$ cat config.mk
export PLATFORM = sky130hd
export DESIGN_NAME = alu_seq
export DESIGN_NICKNAME = d
export VERILOG_FILES = /design/src/rtl/alu_pkg.sv /design/src/rtl/alu_ctl_rom.sv /design/src/rtl/alu_seq.sv
export SDC_FILE = /design/constraint.sdc
export NUM_CORES = 1
export LEC_CHECK = 0
export BUFFER_PORTS_ARGS = -buffer_cell sky130_fd_sc_hd__buf_4
export CAP_MARGIN = 20
export CORE_UTILIZATION = 35
export CTS_CLUSTER_DIAMETER = 40
export DETAILED_ROUTE_END_ITERATION = 6
export GPL_TIMING_DRIVEN = 0
export PLACE_DENSITY_LB_ADDON = 0.05
export SKIP_CTS_REPAIR_TIMING = 1
export SLEW_MARGIN = 30
export SYNTH_ARGS = -nofsm -noshare
export SYNTH_HDL_FRONTEND = slang
export SYNTH_SLANG_ARGS = --single-unit
$ cat constraint.sdc
create_clock -name clk -period 2.11 [get_ports clk]
set_clock_uncertainty 0.05 [all_clocks]
set_input_delay 0.211 -clock clk [delete_from_list [all_inputs] [get_ports clk]]
set_output_delay 0.211 -clock clk [all_outputs]
set_load 0.01 [all_outputs]
$ cat src/rtl/alu_pkg.sv
// Shared types for the sequenced ALU controller: ALU-side control enums,
// op_sel encoding, FSM states and the per-operation control tuple table.
package alu_pkg;

   typedef enum logic { NO_LD = 1'b0, BUS_LD = 1'b1 } ld_e;

   typedef enum logic [1:0] {
      NO_SH    = 2'd0,
      SH_LEFT  = 2'd1,
      SH_RIGHT = 2'd2
   } sh_e;

   typedef enum logic [1:0] {
      NO_OE  = 2'd0,
      SH_OE  = 2'd1,
      RES_OE = 2'd2
   } oe_e;

   typedef enum logic [2:0] {
      OP_ADD = 3'd0,
      OP_ADC = 3'd1,
      OP_SUB = 3'd2,
      OP_SBC = 3'd3,
      OP_AND = 3'd4,
      OP_XOR = 3'd5,
      OP_OR  = 3'd6,
      OP_CP  = 3'd7
   } op_e;

   typedef enum logic [2:0] {
      IDLE = 3'd0,
      LDA  = 3'd1,
      LO   = 3'd2,
      HI   = 3'd3,
      FIN  = 3'd4
   } state_e;

   // r selects the adder, s/v pick the logic function, ne inverts B, ci is carry-in
   typedef struct packed {
      logic r;
      logic s;
      logic v;
      logic ne;
      logic ci;
   } ctl_t;

   // Per-operation control tuple; ADC/SBC carry-in is patched from the carry flag later
   function automatic ctl_t op_ctl(input op_e op);
      ctl_t t;
      case (op)
         OP_ADD:  t = '{r: 1'b1, s: 1'b0, v: 1'b0, ne: 1'b0, ci: 1'b0};
         OP_ADC:  t = '{r: 1'b1, s: 1'b0, v: 1'b0, ne: 1'b0, ci: 1'b0};
         OP_SUB:  t = '{r: 1'b1, s: 1'b0, v: 1'b0, ne: 1'b1, ci: 1'b1};
         OP_SBC:  t = '{r: 1'b1, s: 1'b0, v: 1'b0, ne: 1'b1, ci: 1'b1};
         OP_AND:  t = '{r: 1'b0, s: 1'b1, v: 1'b0, ne: 1'b0, ci: 1'b1};
         OP_XOR:  t = '{r: 1'b0, s: 1'b0, v: 1'b1, ne: 1'b0, ci: 1'b0};
         OP_OR:   t = '{r: 1'b0, s: 1'b1, v: 1'b1, ne: 1'b0, ci: 1'b0};
         OP_CP:   t = '{r: 1'b1, s: 1'b0, v: 1'b0, ne: 1'b1, ci: 1'b1};
         default: t = '{r: 1'b0, s: 1'b0, v: 1'b0, ne: 1'b0, ci: 1'b0};
      endcase
      return t;
   endfunction

   // Operations whose H/C flags come from the adder carries
   function automatic logic is_arith(input op_e op);
      return (op != OP_AND) && (op != OP_XOR) && (op != OP_OR);
   endfunction

   // Operations that report a subtraction through flag_n
   function automatic logic sets_n(input op_e op);
      return (op == OP_SUB) || (op == OP_SBC) || (op == OP_CP);
   endfunction

endpackage

$ cat src/rtl/alu_ctl_rom.sv
// Combinational lookup from the latched operation to the ALU control tuple,
// folding the carry flag into the ADC/SBC carry-in.
module alu_ctl_rom
   import alu_pkg::*;
(
   input  op_e   op,
   input  logic  cin,
   output ctl_t  ctl
);

   // Table lookup, then borrow-aware carry-in for the carry-chained ops
   always_comb begin
      ctl = op_ctl(op);
      if (op == OP_ADC) begin
         ctl.ci = cin;
      end else if (op == OP_SBC) begin
         ctl.ci = !cin;
      end
   end

endmodule

$ cat src/rtl/alu_seq.sv
// Sequencer that drives a nibble-serial external ALU: load A, run the low
// nibble while loading B, run the high nibble, then publish result and flags.
module alu_seq
   import alu_pkg::*;
(
   input  logic        clk,
   input  logic        reset,
   input  logic        start,
   input  logic [2:0]  op_sel,
   input  logic [7:0]  opa,
   input  logic [7:0]  opb,
   input  logic        flag_cin,
   output logic        busy,
   output logic        done,
   output logic [7:0]  result,
   output logic        flag_z,
   output logic        flag_n,
   output logic        flag_h,
   output logic        flag_c,
   output logic [7:0]  alu_op,
   output ld_e         alu_la,
   output ld_e         alu_lb,
   output sh_e         alu_sh,
   output oe_e         alu_oe,
   output logic        alu_r,
   output logic        alu_s,
   output logic        alu_v,
   output logic        alu_ne,
   output logic        alu_ci,
   output logic        alu_l,
   output logic        alu_h,
   input  logic [7:0]  alu_result,
   input  logic        alu_zero,
   input  logic        alu_carry
);

   state_e      state_q, state_d;
   op_e         op_q, op_d;
   logic [7:0]  b_q, b_d;
   logic        cin_q, cin_d;
   logic        half_carry_q, half_carry_d;
   logic        busy_q, busy_d, done_q, done_d;
   logic [7:0]  result_q, result_d;
   logic        flag_z_q, flag_z_d, flag_n_q, flag_n_d;
   logic        flag_h_q, flag_h_d, flag_c_q, flag_c_d;
   logic [7:0]  alu_op_q, alu_op_d;
   ld_e         alu_la_q, alu_la_d, alu_lb_q, alu_lb_d;
   sh_e         alu_sh_q, alu_sh_d;
   oe_e         alu_oe_q, alu_oe_d;
   logic [4:0]  tuple_q, tuple_d;
   logic        alu_l_q, alu_l_d, alu_h_q, alu_h_d;
   ctl_t        ctl;

   alu_ctl_rom u_rom (
      .op  (op_q),
      .cin (cin_q),
      .ctl (ctl)
   );

   // Next state plus the registered outputs for the state being entered
   always_comb begin
      state_d      = state_q;
      op_d         = op_q;
      b_d          = b_q;
      cin_d        = cin_q;
      half_carry_d = half_carry_q;
      result_d     = result_q;
      flag_z_d     = flag_z_q;
      flag_n_d     = flag_n_q;
      flag_h_d     = flag_h_q;
      flag_c_d     = flag_c_q;
      busy_d       = 1'b0;
      done_d       = 1'b0;
      alu_op_d     = 8'h00;
      alu_la_d     = NO_LD;
      alu_lb_d     = NO_LD;
      alu_sh_d     = NO_SH;
      alu_oe_d     = NO_OE;
      tuple_d      = 5'b00000;
      alu_l_d      = 1'b0;
      alu_h_d      = 1'b0;
      case (state_q)
         IDLE: begin
            if (start) begin
               state_d  = LDA;
               op_d     = op_e'(op_sel);
               b_d      = opb;
               cin_d    = flag_cin;
               busy_d   = 1'b1;
               alu_op_d = opa;
               alu_la_d = BUS_LD;
               alu_oe_d = SH_OE;
            end
         end
         LDA: begin
            state_d  = LO;
            busy_d   = 1'b1;
            alu_op_d = b_q;
            alu_lb_d = BUS_LD;
            alu_oe_d = SH_OE;
            alu_l_d  = 1'b1;
            tuple_d  = ctl;
         end
         LO: begin
            state_d      = HI;
            half_carry_d = alu_carry;
            busy_d       = 1'b1;
            alu_oe_d     = RES_OE;
            alu_h_d      = 1'b1;
            tuple_d      = ctl;
         end
         HI: begin
            state_d = FIN;
            busy_d  = 1'b1;
            done_d  = 1'b1;
            if (op_q != OP_CP) begin
               result_d = alu_result;
            end
            flag_z_d = alu_zero;
            flag_n_d = sets_n(op_q);
            if (is_arith(op_q)) begin
               flag_h_d = half_carry_q ^ ctl.ne;
               flag_c_d = alu_carry ^ ctl.ne;
            end else begin
               flag_h_d = (op_q == OP_AND);
               flag_c_d = 1'b0;
            end
         end
         FIN: begin
            state_d = IDLE;
         end
         default: begin
            state_d = IDLE;
         end
      endcase
   end

   // State and output registers; reset aborts any operation in flight
   always_ff @(posedge clk or posedge reset) begin
      if (reset) begin
         state_q      <= IDLE;
         op_q         <= OP_ADD;
         b_q          <= 8'h00;
         cin_q        <= 1'b0;
         half_carry_q <= 1'b0;
         busy_q       <= 1'b0;
         done_q       <= 1'b0;
         result_q     <= 8'h00;
         flag_z_q     <= 1'b0;
         flag_n_q     <= 1'b0;
         flag_h_q     <= 1'b0;
         flag_c_q     <= 1'b0;
         alu_op_q     <= 8'h00;
         alu_la_q     <= NO_LD;
         alu_lb_q     <= NO_LD;
         alu_sh_q     <= NO_SH;
         alu_oe_q     <= NO_OE;
         tuple_q      <= 5'b00000;
         alu_l_q      <= 1'b0;
         alu_h_q      <= 1'b0;
      end else begin
         state_q      <= state_d;
         op_q         <= op_d;
         b_q          <= b_d;
         cin_q        <= cin_d;
         half_carry_q <= half_carry_d;
         busy_q       <= busy_d;
         done_q       <= done_d;
         result_q     <= result_d;
         flag_z_q     <= flag_z_d;
         flag_n_q     <= flag_n_d;
         flag_h_q     <= flag_h_d;
         flag_c_q     <= flag_c_d;
         alu_op_q     <= alu_op_d;
         alu_la_q     <= alu_la_d;
         alu_lb_q     <= alu_lb_d;
         alu_sh_q     <= alu_sh_d;
         alu_oe_q     <= alu_oe_d;
         tuple_q      <= tuple_d;
         alu_l_q      <= alu_l_d;
         alu_h_q      <= alu_h_d;
      end
   end

   assign busy   = busy_q;
   assign done   = done_q;
   assign result = result_q;
   assign flag_z = flag_z_q;
   assign flag_n = flag_n_q;
   assign flag_h = flag_h_q;
   assign flag_c = flag_c_q;
   assign alu_op = alu_op_q;
   assign alu_la = alu_la_q;
   assign alu_lb = alu_lb_q;
   assign alu_sh = alu_sh_q;
   assign alu_oe = alu_oe_q;
   assign {alu_r, alu_s, alu_v, alu_ne, alu_ci} = tuple_q;
   assign alu_l  = alu_l_q;
   assign alu_h  = alu_h_q;

endmodule

## Word level (Yosys, flattened, before mapping)

Memory sizes are Yosys's and may differ from the RTL's.
Cells that the tools add are included.

| storage, ports and cells | value |
|---|---|
| bits in registers | 48 |
| ROM bits | 40 |
| input port bits | 33 |
| output and inout port bits | 35 |
| logic and storage cells | 61 |
| memories | 1 |

Memories:

| memory | words | width | read ports | clocked after Yosys merged registers in | wr ports | line | source |
|---|---|---|---|---|---|---|---|
| (name not given) | 8 | 5 | 1 | 0 | 0 | alu_pkg.sv:50 | `case (op)` |

| operators by class | value |
|---|---|
| equal/unequal tests | 13 |
| mux-type cells | 17 |
| bitwise operators | 2 |
| reduce and logical (&&, ||, !) cells | 10 |

Operator list:

| cell | count |
|---|---|
| case mux 8 bit (2 select lines) | 1 |
| equality test 3 x 2 -> 1 bit (second input constant) | 4 |
| inequality test 3 bit (second input constant) | 4 |
| case mux 3 bit (4 select lines) | 1 |
| 2-to-1 mux 1 bit | 10 |
| 2-to-1 mux 8 bit | 1 |
| equality test 3 x 1 -> 1 bit (second input constant) | 2 |
| equality test 3 bit (second input constant) | 2 |
| case mux 2 bit (3 select lines) | 1 |
| 2-to-1 mux 5 bit | 1 |
| AND reduction 2 bit | 2 |
| logical NOT 3 bit | 1 |
| 2-to-1 mux 3 bit | 1 |
| OR reduction 3 bit | 1 |
| logical AND 1 bit | 2 |
| logical OR 1 bit | 2 |
| inequality test 2 bit (second input constant) | 1 |
| case mux 1 bit (2 select lines) | 1 |
| OR reduction 2 bit | 1 |
| XOR 1 bit | 2 |
| logical NOT 1 bit | 1 |

## Longest topological paths before layout

Gate-level depths: netlist (run 1).

| depth | value |
|---|---|
| word-level depth | 4 |
| gate-level depth with buffers | 6 |
| depth with buffers taken out | 6 |

## By module

Synthesis (run 1) repeated with hierarchy kept, for this count alone.

| unflattened totals | value |
|---|---|
| cells, all modules | 138 |
| area total of the unflattened synthesis | 1911.8 um^2 |

By module, submodules not included:

| module | times used | cells an instance | area an instance (um^2) | sequential area each (um^2) |
|---|---|---|---|---|
| alu_seq | 1 | 123 | 1799.2 | 1176.1 |
| alu_ctl_rom | 1 | 15 | 112.6 | 0.0 |

## Worst setup path before layout (run 1)

Ideal clock, no wire load.

| path | value |
|---|---|
| path type | register to register |
| start | register state_q[0] |
| end | register b_q[0] |
| setup time | 127 ps |
| data arrival time | 1429 ps |
| data required time | 1933 ps |
| path slack | 504 ps |
| stages on the path, launching flop included | 5 |
| path buffers | 2 |
| clock period less this slack | 1606 ps |
| cells stage by stage | dfrtp_1 -> buf_4 -> nor4b_4 -> buf_6 -> mux2_1 |

| on the way | value |
|---|---|
| word-level cells in the longest chain between the ends | 2 |

Ends and longest elaborated chain:

| element | line | source |
|---|---|---|
| start, declared | alu_seq.sv:37 | `state_e state_q, state_d;` |
| start signal, assigned | alu_seq.sv:162 | `state_q <= state_d;` |
| logical NOT 3 bit | alu_seq.sv:82 | `case (state_q)` |
| AND reduction 2 bit (no line) | -- |  |
| end signal, assigned | alu_seq.sv:143 | `b_q <= 8'h00;` |
| end signal, assigned | alu_seq.sv:164 | `b_q <= b_d;` |
| end, declared | alu_seq.sv:39 | `logic [7:0] b_q, b_d;` |

No other way between the ends.
A chain may end at the register's enable or synchronous reset.

## Worst setup path after layout (run 1)

| path | value |
|---|---|
| start | register state_q[0] |
| end | register b_q[7] |

The elaborated chain is that of the path after synthesis.

==> results.json, run 1 <==
{
  "fmax_mhz": 562,
  "fin_util_pct": 50.1,
  "critical-path-slowest-cell": "nor4b_4",
  "htreeDepth": 2,
  "period_share_pct": 84.3,
  "antenna_found_initial": 0,
  "grt_util_all_layers_pct": 13.1,
  "die_w_um": 75.4,
  "wl_um": 3480,
  "setup_tns_ps": 0,
  "rsz0062_at_grt": "no",
  "status": "finished clean",
  "worstSetupStartpointType": "flop",
  "ctsLongestPathBuffers": 2,
  "die-area_sq_um": 5680,
  "tightest_slew_ps": 697,
  "gr-total-overflow": 0,
  "r2r_slack_ps": 330,
  "p_leak_nw": 1.30,
  "hold_path_class": "primary input to flop",
  "cts_buffers": 5,
  "worst-path-buf-inv": 2,
  "finalHoldViolCount": 0,
  "timing.slew.headroom_pct": 53.3,
  "grt_pass1_wl_um": 5310,
  "finalMaxSlewViolations": 0,
  "syn_area_per_cell_sq_um": 13.6,
  "core_sq_um": 5140,
  "worst-path-stages": 4,
  "cts-root-buf": "clkbuf_8",
  "drive_gt1_share_pct": 48.1,
  "rows": 26,
  "maxCapViolCount": 0,
  "die_h_um": 75.4,
  "min_period_ps": 1780,
  "io_pins": 68,
  "ys_ff_latch": 47,
  "cts_tree": "yes",
  "crit_chain": "buf_4 -> nor4b_4 -> buf_6 -> mux2_1",
  "r2r_end": "b_q[7]$_DFFE_PP0P_",
  "critPathTopFamily": "simple AND/OR/NAND/NOR gates",
  "gp_congestion": 0.672,
  "startpoint": "state_q[0]$_DFFE_PP0P_",
  "rr_worst_depth": 4,
  "grt_max_degree": 31,
  "vias": 1249,
  "powerDensity_nw_per_um2": 1440,
  "syn2layout_area_growth_pct": 36.7,
  "layout.nets": 250,
  "clock-sinks": 47,
  "drc": 0,
  "fillCellCount": 504,
  "grt_pass1_vias": 1164,
  "rr_startpoint": "state_q[0]$_DFFE_PP0P_",
  "crit_type": "flop to flop",
  "drt_first_pass_iters": 4,
  "dp_hpwl_um": 2540,
  "clk_pin_slew_ps": 80,
  "critPathMaxFanout": 10,
  "setup_viol": 0,
  "crit_end": "b_q[7]$_DFFE_PP0P_",
  "end_kind": "flop",
  "synth_cell_types": 30,
  "clock_latency_ps": 290,
  "antenna_cells": 0,
  "avgRoutedWirePerCell_um": 12.3,
  "antenna_left": 0,
  "start_util_pct": 36.6,
  "syn_area_sq_um": 1880,
  "ir_drop_mv": 0.645,
  "slowest_delay_ps": 530,
  "vias_per_cell": 4.40,
  "io_buffer_count": 65,
  "synth_warnings": 0,
  "ys_seq_area_share_pct": 62.5,
  "netlist_instances": 138,
  "cp_data_arrival_time_ps": 1910,
  "crit_required_ps": 2240,
  "drtIter0Drc": 56
}
-- area by class of cell --
type                    count  area (sq um)  share of cell area, %
clock buffers               7          76.3                   2.97
inverters                   8          30.0                   1.17
flip-flops and latches     47          1180                   45.7
well taps                  70          87.6                   3.40
clock inverters             1          5.00                  0.194
multi-input cells          73           602                   23.4
repair buffers             67           518                   20.1
plain buffers              11          78.8                   3.06
-- cell families (layout without fill, tap and decap cells) --
kind of cell	count (synthesis)	after routing	synth area share, %
compound gates	20	20	7.38
xor+xnor	3	3	1.40
fa+ha+maj	4	4	2.66
buf+inv	19	94	5.78
flops	47	47	62.5
mux	21	21	12.4
other cells	1	2	0.199
simple gates	23	23	7.71
-- report_power, final --
part | internal (mW) | switching (mW)
sequential | 1.32 | 0.181
clock | 0.233 | 0.279
combinational | 0.908 | 0.776
-- worst min-delay path: cells and delay by family --
family | cells | cell delay (ps)
buf+inv | 1 | 80
compound gates | 1 | 60
simple gates | 1 | 30
-- Yosys cell counts --
cell | n | share of area (%)
dfrtp_1 | 47 | 62
mux2_2 | 15 | 9.0
a22o_1 | 8 | 3.7
inv_1 | 8 | 1.6
buf_4 | 7 | 2.8
nor2_1 | 6 | 1.2
o21ai_0 | 6 | 1.6
a21oi_1 | 4 | 1.1
ha_1 | 4 | 2.7
mux2_1 | 4 | 2.4
nand2_1 | 4 | 0.80
buf_2 | 3 | 0.80
and3b_1 | 2 | 0.93
mux2i_1 | 2 | 1.1
nor3_1 | 2 | 0.53
xnor2_1 | 2 | 0.93
a32oi_1 | 1 | 0.47
and3_1 | 1 | 0.33
buf_6 | 1 | 0.60
conb_1 | 1 | 0.20
nand2_2 | 1 | 0.33
nand2b_1 | 1 | 0.33
nand3_1 | 1 | 0.27
nor3b_1 | 1 | 0.40
nor3b_2 | 1 | 0.66
nor4b_4 | 1 | 1.3
o211a_1 | 1 | 0.53
or2_2 | 1 | 0.33
or3_1 | 1 | 0.33
xor2_1 | 1 | 0.47
-- layer usage --
layer | GRT usage, % | share of wire, % | vias to the layer above
met4 | 6.17 | 1.6 | 0
met5 | 0 | 0 | -
met2 | 22.0 | 50 | 43
met1 | 14.7 | 41 | 592
li1 | - | - | 608
met3 | 4.89 | 7.1 | 6
-- per-stage QoR --
stage,worst slack (ps),power [mW],hold slack (ps),instances,instance area [sq um]
after global placement,160,3.18,374,274,2460
after detailed placement,297,3.24,180,275,2480
after floorplan,504,2.56,278,139,1890
after global routing,208,4.01,61.3,284,2570
final,332,3.70,70.2,284,2570
after CTS,295,3.77,-146,283,2560
-- worst min-delay path by stage --
stage	from	cells past startpoint	end
final	flag_cin	3	cin_q$_DFFE_PP0P_
after global routing	flag_cin	3	cin_q$_DFFE_PP0P_
after CTS	reset	2	alu_la$_DFF_PP0_
after detailed placement	reset	2	alu_la$_DFF_PP0_
after global placement	flag_cin	3	cin_q$_DFFE_PP0P_
after floorplan	flag_cin	2	cin_q$_DFFE_PP0P_
-- cells in the final DEF, fill, tap and decap left out, types with 4 or more instances in the layout --
cell type  count
buf_4         72
dfrtp_1       47
mux2_2        15
a22o_1         8
inv_1          7
o21ai_0        6
nor2_1         6
clkbuf_8       5
nand2_1        4
a21oi_1        4
mux2_1         4
ha_1           4
-- sequential cells by signal (all words and copies together) (netlist names), 3 cells and up --
register,count
alu_op,8
b_q,8
op_q,3
result,8
state_q,3
tuple_q,5
(Power assumes the default switching activity.)
==> run 2, diff against run 1 <==
==> constraint.sdc (replaced) <==
create_clock -name clk -period 1.4 [get_ports clk]
set_clock_uncertainty 0.05 [all_clocks]
set_input_delay 0.14 -clock clk [delete_from_list [all_inputs] [get_ports clk]]
set_output_delay 0.14 -clock clk [all_outputs]
set_load 0.01 [all_outputs]
==> run 2 against run 1 <==
  * The flow now finishes with violations (negative setup slack)
  * Highest routed layer unchanged
  * Die area unchanged
  * Sequential share of layout area down 5.9 points
  * Global-route usage down 0.089 points
  * Largest cell class unchanged
  * Non-clock buffer count up 23
  * Routed wire length up 15%
==> results.json, run 2 (same netlist as run 1, synthesis figures left out) <==
{
  "status": "finished with violations",
  "violations": "negative setup slack",
  "p_comb_share_pct": 52.8,
  "gp_congestion": 0.684,
  "cp_data_arrival_time_ps": 1680,
  "setup_ws_ps": -142,
  "rsz0062_at_grt": "yes",
  "ir_drop_mv": 0.956,
  "htreeDepth": 2,
  "critPathMaxFanout": 8,
  "p_seq_share_pct": 34.2,
  "fmax_mhz": 648,
  "hold_path_class": "primary input to flop",
  "start_util_pct": 36.6,
  "clock_latency_ps": 290,
  "p_int_mw": 4.58,
  "drtIter0Drc": 34,
  "syn2layout_area_growth_pct": 57.2,
  "finalMaxSlewViolations": 0,
  "setup_tns_ps": -1830,
  "clock-sinks": 47,
  "crit_required_ps": 1530,
  "io_pins": 68,
  "gr-total-overflow": 0,
  "worstHoldStart": "op_sel[1]",
  "layout.nets": 273,
  "die-area_sq_um": 5680,
  "antenna_left": 0,
  "grt_max_degree": 28,
  "grt_pass1_wl_um": 5390,
  "dp_hpwl_um": 2630,
  "mostFrequentLayoutCells": "buf_4 (87), dfrtp_1 (45), mux2_4 (13)",
  "grt_util_all_layers_pct": 13.0,
  "worstSetupStartpointType": "flop",
  "min_period_ps": 1540,
  "swShare_pct": 32.2,
  "drt_first_pass_iters": 4,
  "cts_tree": "yes",
  "antenna_found_initial": 0,
  "p_leak_nw": 1.50,
  "vias_per_cell": 4.50,
  "setup_viol": 29,
  "maxCapViolCount": 0,
  "core_sq_um": 5140,
  "crit_type": "flop to flop",
  "die_w_um": 75.4,
  "wl_um": 4000,
  "startpoint": "state_q[0]$_DFFE_PP0P_",
  "finalHoldViolCount": 0,
  "powerDensity_nw_per_um2": 2280,
  "die_h_um": 75.4,
  "clk_pin_slew_ps": 80,
  "cts_buffers": 5,
  "vias": 1383,
  "switchingPower_mw": 2.17,
  "io_buffer_count": 65,
  "cts-root-buf": "clkbuf_8",
  "period_share_pct": 110,
  "drc": 0,
  "final_common_cell": "buf_4",
  "clockPowerShare_pct": 13.0,
  "ctsLongestPathBuffers": 2,
  "end_kind": "flop",
  "avgRoutedWirePerCell_um": 13.0,
  "fin_util_pct": 57.6,
  "drive_gt1_share_pct": 59.9,
  "rr_startpoint": "state_q[0]$_DFFE_PP0P_",
  "grt_pass1_vias": 1222,
  "antenna_cells": 0,
  "rows": 26
}
-- run 2: changes by cell type in the layout (fill, tap and decap cells not counted), moves of 3 or more --
cell	previous run	this run
inv_2	1	4
mux2_4	0	13
buf_4	72	87
buf_6	1	9
mux2_2	15	6
buf_2	3	0
ha_1	4	1
inv_1	7	4
mux2_1	4	0
-- run 2: cell type report --
class | instances | area (sq um)
fillers | 458 | 2180
flip-flops and latches | 47 | 1180
repair buffers | 90 | 736
multi-input cells | 73 | 719
plain buffers | 11 | 109
clock buffers | 8 | 100
well taps | 70 | 87.6
inverters | 8 | 30.0
-- run 2: final timing paths --
kind                       depth (start not counted)  slack [ps]               endpoint
setup / recovery                                   5        -140     b_q[2]$_DFFE_PP0P_
hold / removal                                     3           1    op_q[1]$_DFFE_PP0P_
setup reg to reg                                   5        -140     b_q[2]$_DFFE_PP0P_
hold reg to reg                                    1         450    alu_op[1]$_DFF_PP0_
max in group asynchronous                          4         430    op_q[0]$_DFFE_PP0P_
min in group asynchronous                          3         360  result[0]$_DFFE_PP0P_
-- run 2: through the flow --
stage               setup slack [ps]  cell area, sq um  power (mW)  cells  hold WS [ps]
floorplan                       -185              1930        4.00    139           207
global placement                -470              2500        4.95    274           300
detailed placement              -306              2520        5.02    275           138
CTS                             -334              2620        5.92    283          -185
global route                    -191              2960        7.20    307          2.94
finish                          -142              2960        6.75    307          1.02
-- run 2: layer usage --
layer | share of wire (%) | global-route usage, %
met2 | 50 | 22.0
met3 | 6.1 | 4.76
met5 | 0 | 0
met1 | 43 | 14.8
met4 | 1.2 | 5.56
-- run 2: critical path: stages (launching register included) --
cell and delay [ps]:
dfrtp_1 380, buf_6 130, nor4b_4 270, buf_6 170, buf_4 110, mux2_2 320
-- run 2: power groups by stage --
| stage | registers [mW] | clock network (mW) | logic [mW] |
|---|---|---|---|
| after floorplan | 2.45 | 0 | 1.55 |
| after global placement | 2.27 | 0 | 2.69 |
| after detailed placement | 2.29 | 0 | 2.73 |
| after CTS | 2.26 | 0.906 | 2.75 |
| after global routing | 2.38 | 0.963 | 3.85 |
| final | 2.31 | 0.879 | 3.57 |
